File: src/rtl/array_edge_sink.sv
// Edge sink for an element array: buffers the 16-bit payload of a 64-bit element word in a DEPTH-entry FIFO.
// Optional upper-bit zero check is enabled by defining ARRAY_EDGE_SINK_ZCHECK_EN.
module array_edge_sink #(
  parameter int DEPTH = 4
) (
  input  logic                      clock,
  input  logic                      reset,
  input  logic [63:0]               io_in,
  input  logic                      io_in_valid,
  output logic                      io_deq_valid,
  input  logic                      io_deq_ready,
  output logic [15:0]               io_deq_bits,
  output logic [$clog2(DEPTH):0]    io_level,
  output logic [7:0]                io_drops,
  output logic                      io_err
);

  localparam int AW = $clog2(DEPTH);
  localparam logic [AW:0] FULL_LEVEL = (AW+1)'(DEPTH);

  logic [15:0]   mem [DEPTH];
  logic [AW-1:0] wr_ptr;
  logic [AW-1:0] rd_ptr;
  logic [AW:0]   level;
  logic [7:0]    drops;
  logic          deq;
  logic          enq;
  logic          drop;

  // Handshake: the head leaves when io_deq_valid && io_deq_ready at a clock edge;
  // io_in_valid has no back-pressure, so a sample that finds no room is counted and lost.
  always_comb begin
    deq  = (level != '0) && io_deq_ready;
    enq  = io_in_valid && ((level != FULL_LEVEL) || deq);
    drop = io_in_valid && !enq;
  end

  always_ff @(posedge clock) begin
    if (reset) begin
      wr_ptr <= '0;
      rd_ptr <= '0;
      level  <= '0;
      drops  <= '0;
    end else begin
      if (enq) wr_ptr <= wr_ptr + 1'b1;
      if (deq) rd_ptr <= rd_ptr + 1'b1;
      case ({enq, deq})
        2'b10:   level <= level + 1'b1;
        2'b01:   level <= level - 1'b1;
        default: level <= level;
      endcase
      if (drop && (drops != 8'hFF)) drops <= drops + 1'b1;
    end
  end

  // Storage needs no reset; level alone decides which entries are meaningful.
  always_ff @(posedge clock) begin
    if (!reset && enq) mem[wr_ptr] <= io_in[15:0];
  end

  assign io_deq_valid = (level != '0);
  assign io_deq_bits  = io_deq_valid ? mem[rd_ptr] : 16'h0000;
  assign io_level     = level;
  assign io_drops     = drops;

`ifdef ARRAY_EDGE_SINK_ZCHECK_EN
  logic err;

  always_ff @(posedge clock) begin
    if (reset)                                  err <= 1'b0;
    else if (io_in_valid && (io_in[63:16] != '0)) err <= 1'b1;
  end

  assign io_err = err;
`else
  logic unused_upper;

  assign unused_upper = ^io_in[63:16];
  assign io_err       = 1'b0;
`endif

endmodule

File: config.mk
export PLATFORM = sky130hd
export DESIGN_NAME = array_edge_sink
export DESIGN_NICKNAME = d
export VERILOG_FILES = /design/src/rtl/array_edge_sink.sv
export SDC_FILE = /design/constraint.sdc
export NUM_CORES = 1
export LEC_CHECK = 0
export BUFFER_PORTS_ARGS = -buffer_cell sky130_fd_sc_hd__buf_4
export CAP_MARGIN = 20
export CORE_MARGIN = 4
export CORE_UTILIZATION = 35
export DETAILED_ROUTE_END_ITERATION = 12
export HOLD_SLACK_MARGIN = 0.06
export PLACE_DENSITY = 0.69
export SYNTH_ARGS = -nofsm -noshare
export SYNTH_HDL_FRONTEND = slang
export SYNTH_SLANG_ARGS = --single-unit
File: constraint.sdc
create_clock -name clock -period 2.2 [get_ports clock]
set_input_delay 0.11 -clock clock [delete_from_list [all_inputs] [get_ports clock]]
set_output_delay 0.11 -clock clock [all_outputs]
set_load 0.01 [all_outputs]
==> results.md <==
| Step | Metric | Value |
|---|---|---|
| timing | Number of hold violations in the final report | 0 |
| power | Worst IR drop on VDD | 0.000314 V |
| clock tree | CTS Sinks | 81 |
| worst setup path | Worst EP arrival | 1.75 ns |
| place | DP Worst Slack | 0.457 ns |
| power | Sw Share | 25.2% |
| detailed routing | Drt initial violations | 57 |
| detailed routing | Number of nets with antenna violations after routing | 0 |
| synthesis | Number of flops mapped to enable cells by yosys | 64 |
| flow run | Number of max-cap violations | 0 |
| timing | Worst clock skew on the final layout | 0.00530 ns |
| detailed routing | Drc violations | 0 |
| power | Internal portion of total power | 2400 uW |
| power | Tot Pwr | 3210 uW |
| synthesis | Synth Register Bits | 81 |
| power | Fraction of power consumed by sequential logic | 54.1% |
| place | Routability Congestion | 0.758 |
| detailed routing | Wirelength per Cell | 14.6 um |
| grt | Wire length of the first global-routing pass | 10300 um |
| timing | Share of the clock period used by the worst path after layout | 84.6% |
| grt | Via count of the first global-routing pass | 2072 |
| die | Top Ports | 97 |
| clock tree | TritonCTS Buffers | 9 |
| die | Core Region | 9280 sq um |
| clock tree | Deepest clock path buffer count | 2 |
| power | Fraction of power consumed by the clock network | 29.3% |
| place | DPL Wire Length | 4220 um |
| timing | Number of max-slew violations in the final report | 0 |
| die | Initial standard-cell utilization of the core | 36.3% |
| place | Input/output buffers | 47 |
| timing | Setup TNS after final layout | 0 ns |
| grt | Initial antenna violation count | 0 |
| outcome | Run status | finished clean |
| worst setup path | Kind of start point of the critical path | register |
| min path | Kind of path behind the tightest hold check | in2reg |
| synthesis | Net count of the mapped netlist | 284 |
| die | Number of placement rows | 35 |
| layout | Area growth syn-to-layout | 26.7% |
| die | Vert. Die Dim | 106 um |
| grt | Maximum number of pins on one net before global-route repair | 21 |
| detailed routing | DRT Wirelength | 6160 um |
| synthesis | Share of the yosys chip area belonging to registers | 67.2% |
| detailed routing | Via count | 1996 |
| layout | Commonest non-fill, non-tap cells in the layout | 64 x sky130_fd_sc_hd__edfxtp_1, 62 x sky130_fd_sc_hd__buf_4, 20 x sky130_fd_sc_hd__and2_1 |
| worst setup path | Kind of critical path | reg2out |
| synthesis | Synthesized area divided by synthesized cell count | 16.0 sq um |
| timing | Worst setup slack after layout | 0.340 ns |
| timing | Top achievable clock speed | 0.538 GHz |
| die | Die Wd | 106 um |
| power | Logic pwr share | 16.6% |
| layout | Final core utilization | 45.9% |
| clock tree | Number of setup buffers added after CTS | 0 |
| clock tree | Clock input transition at the sequential cells of the worst setup and hold paths | 0.08 ns |
| layout | Post-layout instance count excluding filler cells | 422 |
| synthesis | Yosys warns | 0 |
| layout | Share of layout cells above drive strength 1 | 33.4% |
| worst setup path | FF-to-FF path depth | 5 |
| die | Die Outline Area | 11300 sq um |
| power | Switch Pwr | 808 uW |
| timing | Final critical-path required period | 1.86 ns |
| synthesis | Number of instances in the synthesized netlist | 210 |
| detailed routing | Routed via count divided by cell count | 4.73 |
| timing | Final count of negative-setup-slack endpoints | 0 |
| clock tree | PostCTS Resize Cnt | 0 |
| synthesis | Proportion of register bits with asynchronous set or reset after synthesis | 0% |
| min path | Cell depth of the worst hold path | 2 |
| layout | Most common library cell in the layout ignoring fill and taps | sky130_fd_sc_hd__edfxtp_1 |
| detailed routing | Initial DRT Pass Iterations | 4 |
| synthesis | Post-synthesis cell area | 3370 sq um |
| timing | Setup repair after global routing missed its margin | no |
| clock tree | Clock tree from TritonCTS | done |
| clock tree | Number of levels in the clock H-tree | 3 |
| worst setup path | Largest driver fanout on the critical path | 8 |
| power | Leak Pwr | 0.00151 uW |
| grt | Total global routing overflow | 0 |
| power | Power density over the cells | 752 nW/um^2 |
| clock tree | Cell chosen for the clock root | sky130_fd_sc_hd__clkbuf_8 |
| clock tree | Worst skew pair latency | 0.34 ns |
| grt | Overall routing resource usage | 11.8% |
| worst setup path | Crit. End Element | primary output |
| layout | Number of antenna cells inserted | 0 |
| place | Cell count after placement | 389 |
| layout | Final #Nets | 362 |
| clock tree | Post-CTS Hold Fix Bufs | 17 |
| synthesis | Leading register cell type out of synthesis | sky130_fd_sc_hd__edfxtp_1 |
| worst setup path | Worst Path Required | 2.09 ns |
| synthesis | Yosys cell types | 40 |
==> area by class of cell <==
class	count	area, sq um
Timing Repair Buffer	79	636
Clock inverter	7	47.5
Inverter	6	22.5
Multi-Input combinational cell	111	1010
Fill cell	871	5020
Tap cell	129	161
Clock buffer	9	124
Sequential cell	81	2260
==> power by group through the flow <==
stage	registers (uW)	logic [uW]	clock network (uW)
floorplan	1770	302	0
global placement	1770	514	0
detailed placement	1770	522	0
CTS	1730	548	970
global route	1740	586	1030
finish	1730	533	939
==> per-stage QoR <==
step                      hold slack [ns]  cell area, sq um
after floorplan                     0.209              3370
after global placement              0.311              3920
after detailed placement            0.317              3920
after CTS                          0.0988              4270
after global routing                0.107              4270
final                               0.112              4270
==> Yosys cell counts, types with 3 or more instances <==
| master | number | share of area (%) |
|---|---|---|
| sky130_fd_sc_hd__a21oi_1 | 11 | 1.6 |
| sky130_fd_sc_hd__o21ai_0 | 3 | 0.45 |
| sky130_fd_sc_hd__xor2_1 | 3 | 0.78 |
| sky130_fd_sc_hd__nand2_1 | 6 | 0.67 |
| sky130_fd_sc_hd__mux4_2 | 16 | 11 |
| sky130_fd_sc_hd__or3_1 | 5 | 0.93 |
| sky130_fd_sc_hd__dfxtp_1 | 17 | 10 |
| sky130_fd_sc_hd__buf_4 | 4 | 0.89 |
| sky130_fd_sc_hd__edfxtp_1 | 64 | 57 |
| sky130_fd_sc_hd__o31ai_1 | 3 | 0.67 |
| sky130_fd_sc_hd__and2_1 | 20 | 3.7 |
| sky130_fd_sc_hd__nand3_1 | 6 | 0.89 |
| sky130_fd_sc_hd__nor2_1 | 9 | 1.0 |
| sky130_fd_sc_hd__or4_1 | 3 | 0.67 |
| sky130_fd_sc_hd__clkbuf_1 | 4 | 0.45 |
| sky130_fd_sc_hd__inv_1 | 5 | 0.56 |
| sky130_fd_sc_hd__ha_1 | 5 | 1.9 |
==> kinds of logic after synthesis <==
family,after synthesis,share of synthesized area (%)
muxes,18,11.3
adders and majority gates,6,2.45
AOI/OAI and AO/OA,25,5.39
buffers and inverters,18,2.75
other,1,0.111
and+or+nand+nor,56,9.51
DFF,81,67.2
xor gates and xnor gates,5,1.30
==> final timing paths <==
kind | startpoint | end | slack [ns]
worst min-delay path | io_in_valid | io_level[1] | 0.11
worst max register to register | io_level[1] | io_level[1] | 0.43
worst min register to register | io_drops[6] | io_drops[6] | 0.50
worst max-delay path | register | io_deq_bits[1] | 0.34
==> metal layers <==
| metal | up-vias | part of all wire, % | global-route usage [%] |
|---|---|---|---|
| met4 | 0 | 2.1 | 6.11 |
| met2 | 36 | 50 | 19.0 |
| met1 | 994 | 44 | 15.1 |
| li1 | 957 | - | - |
| met3 | 9 | 3.7 | 2.55 |
| met5 | - | 0 | 0 |
==> registers in the layout (all words and copies together), names as in the netlist, named ones only <==
signal,flops
mem,64
io_drops,8
io_level,3
rd_ptr,2
wr_ptr,2
==> worst max-delay path: stages (launching register included) <==
cell	delay [ns]
sky130_fd_sc_hd__dfxtp_1	0.34
sky130_fd_sc_hd__buf_4	0.22
sky130_fd_sc_hd__mux4_2	0.51
sky130_fd_sc_hd__and2_1	0.19
sky130_fd_sc_hd__buf_4	0.15
Power figures use the tool's default switching activity.
